<file path="config.mk">
export PLATFORM = sky130hd
export DESIGN_NAME = data_bus_master_arbiter
export DESIGN_NICKNAME = d
export VERILOG_FILES = /design/src/rtl/data_bus_master_arbiter.sv
export SDC_FILE = /design/constraint.sdc
export NUM_CORES = 1
export LEC_CHECK = 0
export BUFFER_PORTS_ARGS = -buffer_cell sky130_fd_sc_hd__buf_2
export CORE_AREA = 3 3 107 109
export CTS_CLUSTER_DIAMETER = 50
export DETAILED_ROUTE_END_ITERATION = 7
export DIE_AREA = 0 0 110 112
export GPL_ROUTABILITY_DRIVEN = 0
export GPL_TIMING_DRIVEN = 0
export MAX_ROUTING_LAYER = met4
export PLACE_DENSITY_LB_ADDON = 0.05
export SYNTH_ARGS = -nofsm -noshare
export SYNTH_HDL_FRONTEND = slang
export SYNTH_SLANG_ARGS = --single-unit
</file>
<file path="constraint.sdc">
create_clock -name clk -period 1.89 [get_ports clk]
set_clock_uncertainty 0.1 [all_clocks]
set_input_delay 0.2835 -clock clk [delete_from_list [all_inputs] [get_ports clk]]
set_output_delay 0.2835 -clock clk [all_outputs]
set_load 0.03 [all_outputs]
</file>
<file path="src/rtl/data_bus_master_arbiter.sv">
// ============================================================================
// data_bus_master_arbiter: round-robin bus arbiter with burst hold and tagged 1-cycle read return
// Revision: 1.0
// ============================================================================
`default_nettype none

module data_bus_master_arbiter #(
  parameter int NUM_MASTERS = 2,
  parameter int MAX_BURST   = 4
) (
  input  logic                     clk,
  input  logic                     reset_n,
  input  logic [NUM_MASTERS-1:0]   m_req,
  input  logic [NUM_MASTERS*32-1:0] m_addr,
  input  logic [NUM_MASTERS*32-1:0] m_wr_data,
  input  logic [NUM_MASTERS*4-1:0] m_wr_en,
  output logic [NUM_MASTERS-1:0]   m_gnt,
  output logic [31:0]              m_rd_data,
  output logic [NUM_MASTERS-1:0]   m_rd_valid,
  output logic                     bus_valid,
  output logic [31:0]              bus_addr,
  output logic [31:0]              bus_wr_data,
  output logic [3:0]               bus_wr_en,
  input  logic [31:0]              bus_rd_data
);

  localparam int         IW          = $clog2(NUM_MASTERS);
  localparam logic [7:0] C_MAX_BURST = 8'(MAX_BURST);

  logic                   owner_vld_q;
  logic [IW-1:0]          owner_q;
  logic [IW-1:0]          rr_ptr_q;
  logic [7:0]             burst_cnt_q;
  logic [NUM_MASTERS-1:0] rd_pending_q;

  logic                   keep_owner;
  logic                   found;
  logic [IW-1:0]          search_idx;
  logic [IW:0]            cand;
  logic                   gnt_vld;
  logic [IW-1:0]          gnt_idx;
  logic [NUM_MASTERS-1:0] gnt_oh;
  logic                   others_req;

  // Owner keeps the bus until its burst budget runs out, unless nobody else wants it.
  always_comb begin
    keep_owner = 1'b0;
    if (owner_vld_q && m_req[owner_q]) begin
      keep_owner = (burst_cnt_q < C_MAX_BURST) ||
                   ((m_req & ~(NUM_MASTERS'(1) << owner_q)) == '0);
    end
  end

  always_comb begin
    found      = 1'b0;
    search_idx = '0;
    cand       = '0;
    for (int k = 0; k < NUM_MASTERS; k++) begin
      cand = {1'b0, rr_ptr_q} + (IW+1)'(k);
      if (cand >= (IW+1)'(NUM_MASTERS)) cand = cand - (IW+1)'(NUM_MASTERS);
      if (!found && m_req[cand[IW-1:0]]) begin
        found      = 1'b1;
        search_idx = cand[IW-1:0];
      end
    end
  end

  // Grant is forced off while reset is held so nothing reaches the bus.
  assign gnt_vld    = reset_n && (keep_owner || found);
  assign gnt_idx    = keep_owner ? owner_q : search_idx;
  assign gnt_oh     = gnt_vld ? (NUM_MASTERS'(1) << gnt_idx) : '0;
  assign others_req = (m_req & ~gnt_oh) != '0;

  assign m_gnt       = gnt_oh;
  assign bus_valid   = gnt_vld;
  assign bus_addr    = gnt_vld ? m_addr[gnt_idx*32 +: 32]    : '0;
  assign bus_wr_data = gnt_vld ? m_wr_data[gnt_idx*32 +: 32] : '0;
  assign bus_wr_en   = gnt_vld ? m_wr_en[gnt_idx*4 +: 4]     : '0;

  assign m_rd_valid = rd_pending_q;
  assign m_rd_data  = (rd_pending_q != '0) ? bus_rd_data : '0;

  always_ff @(posedge clk or negedge reset_n) begin
    if (!reset_n) begin
      owner_vld_q  <= 1'b0;
      owner_q      <= '0;
      rr_ptr_q     <= '0;
      burst_cnt_q  <= '0;
      rd_pending_q <= '0;
    end else begin
      rd_pending_q <= (gnt_vld && (m_wr_en[gnt_idx*4 +: 4] == 4'h0)) ? gnt_oh : '0;
      if (!gnt_vld) begin
        owner_vld_q <= 1'b0;
        burst_cnt_q <= '0;
      end else if (owner_vld_q && (gnt_idx == owner_q)) begin
        if (!others_req)
          burst_cnt_q <= 8'd1;
        else if (burst_cnt_q < C_MAX_BURST)
          burst_cnt_q <= burst_cnt_q + 8'd1;
      end else begin
        owner_vld_q <= 1'b1;
        owner_q     <= gnt_idx;
        burst_cnt_q <= 8'd1;
        rr_ptr_q    <= (gnt_idx == IW'(NUM_MASTERS-1)) ? '0 : gnt_idx + 1'b1;
      end
    end
  end

endmodule

`default_nettype wire
</file>
==> results.txt <==
Syn Area/Cell - 5.97 um^2
# rows - 38
Worst setup SP type - register
Clock Path Buffers - 2
actual slew at the worst max-slew pin - 0.653 ns
largest net degree at the start of global routing - 14
switching share of power - 45.4%
fin worst setup slack - -0.620 ns
first-pass GRT wire length - 16300 um
Die Y - 112 um
Reg power frac - 14.8%
first-pass iteration count of the detailed router - 4
initial antenna violation count - 0
Die Width - 110 um
CP Data Arrival Time - 2.13 ns
mapped cell area - 1940 um^2
Post-synth EDFFs - 0
Post-Route WL - 11700 um
RSZ-0062 raised after global routing - true
Synth top cells by count - nand2_1, nand3_1, o21ai_1, nor2b_1, o21ai_0
status - finished, violations left
Reg2Reg Depth - 7
CTS Sinks - 13
Clock power frac - 12.0%
DRC - 0
layout cells sized above 1 - 71.0%
nets - 794
worst r2r dst - rr_ptr_q
Iter 0 DRT Violations - 95
via/cell ratio - 4.61
Syn Nets - 498
Clock Pin Slew Worst Setup and Hold Paths - 0.05 ns
number of max-cap violations - 0
part of the Yosys area used for sequential elements - 16.8%
leak pwr - 2.44 nW
Internal Power - 1.11 mW
Antenna Cells - 0
cell accounting for the most synthesized area - nand3_1
hold path depth - 3
vias post-DR - 3507
RR Startpoint - burst_cnt_q[3]
CP Capture Type - output port
Peak VDD IR - 192 uV
core area - 10700 um^2
yosys warns - 0
Setup Crit Path Kind - reg2out
die area - 12300 um^2
Slew HR - 56.5%
HP Start - m_wr_en[7]
Cells after DPL - 741
grt total ovfl - 0
dominant cells by area after synthesis - nand3_1, dfrtp_1, nand2_1
clk_lat worst skew - 0.24 ns
Synth Flop Type - dfrtp_1
Worst Hold Class - in2reg
#FFs+latches synth - 13
Max Freq - 0.398 GHz
Num CTS Buffers - 3
P&R area growth vs syn - 156%
max-slew violation count - 0
Pwr per Cell Area - 412 nW/um^2
Cell Count, Final, Fillers Out - 760
switching power total - 0.927 mW
CTS tree - built
antenna violation net count after detailed routing - 0
root buffer cell - clkbuf_8
Logic pwr share - 73.2%
Post-synth ARST share - 100%
top cell type's share of synthesized area - 17.5%
vias in the first global route - 3330
# IOs - 277
Final Critical Period - 2.51 ns
Final Power - 2.04 mW
Final period util - 133%
number of hold violations in the final report - 0
cells after synthesis - 325
CP Max Fanout - 8
DP HPWL - 8980 um
synth unique cells - 30
Global Route Usage Sum - 17.0%
H-tree depth - 1
Worst R2R Setup Slack - -0.10 ns
Wirelength per Cell - 15.3 um
failing checks - negative setup slack
Final setup viols - 74
I/O Buffers - 276
initial core utilization - 18.1%
Worst Path Required - 1.51 ns
Hold Path End - m_rd_valid[1]
worst max-delay path by stage:
stage,start,endpoint,slack (ns),cells after the start
after CTS,burst_cnt_q[4],bus_wr_data[0],-0.66,9
after floorplan,burst_cnt_q[3],bus_wr_data[23],-0.22,7
final,burst_cnt_q[3],bus_wr_data[7],-0.62,9
after global routing,burst_cnt_q[3],bus_addr[2],-0.72,8
after detailed placement,reset_n,bus_wr_data[25],-1.04,8
after global placement,reset_n,bus_wr_data[25],-1.03,8
power by group through the flow:
stage	Combinational [mW]	Clock [mW]	Sequential, mW
floorplan	0.674	0	0.304
global placement	1.07	0	0.305
detailed placement	1.08	0	0.306
CTS	1.24	0.253	0.301
global route	1.60	0.269	0.304
finish	1.50	0.245	0.301
per-layer routing:
metal	up-vias	GRT usage [%]	routed length, um
met4	0	2.99	191
met3	15	2.14	1010
li1	1714	-	-
met2	179	31.8	6350
met1	1599	19.0	4110
met5	-	-	0
cells in the final DEF, fill, tap and decap left out, types with 12 or more instances in the layout:
| cell type | n |
|---|---|
| o21ai_1 | 20 |
| o21ai_2 | 33 |
| buf_2 | 213 |
| buf_6 | 51 |
| nand2_1 | 68 |
| o21ai_4 | 17 |
| dfrtp_1 | 13 |
| nand3_2 | 52 |
| buf_4 | 25 |
| nor2b_1 | 34 |
| clkbuf_2 | 12 |
repair_timing:
action / 4_1_cts / 5_1_grt
endpoints found under the setup margin: 105 / 79
endpoints found under the hold margin: 13 / 0
pin swaps: 3 / 38
setup buffers: 2 / 3
cloned: 0 / 9
hold buffers: 1 / 0
resized for setup: 132 / 125
critical path, cell delays in order, from the launching register on:
cell	delay [ns]
dfrtp_1	0.41
nor4_4	0.33
a31oi_1	0.14
o21ai_2	0.18
buf_12	0.16
clkbuf_16	0.16
clkbuf_16	0.14
nand3_2	0.06
o21ai_1	0.11
buf_4	0.19
flip-flops by register name, indices dropped and copies added (netlist names):
| signal | cells |
|---|---|
| m_rd_valid | 2 |
| burst_cnt_q | 8 |
| owner_q | 1 |
| owner_vld_q | 1 |
| rr_ptr_q | 1 |
cell type report:
cell class	count	area, um^2
Fill cell	1088	5740
Multi-Input combinational cell	273	2070
Timing Repair Buffer	291	2030
Sequential cell	13	325
Buffer	34	292
Tap cell	140	175
Clock buffer	4	45.0
Inverter	5	18.8
through the flow:
stage / utilization [%] / setup slack (ns) / setup TNS [ns] / cell area, um^2 / hold slack, ns
6_report: 46.3 / -0.620 / -39.48 / 4960 / 0.216
3_5_place_dp: 34.7 / -1.04 / -53.99 / 3710 / 0.0984
4_1_cts: 39.0 / -0.664 / -43.35 / 4170 / 0.197
2_1_floorplan: - / -0.216 / -11.69 / 2160 / -0.112
5_1_grt: 46.3 / -0.717 / -47.54 / 4960 / 0.222
3_3_place_gp: 34.7 / -1.03 / -53.05 / 3710 / 0.0986
cell families (layout without fill, tap and decap cells):
family	count (synthesis)	after routing	synth area share [%]
simple gates	191	191	48.8
mux	2	2	1.10
flops	13	13	16.8
compound gates	79	79	21.4
fa+ha+maj	1	1	0.645
buf+inv	39	334	11.4
Power figures use the tool's default switching activity.
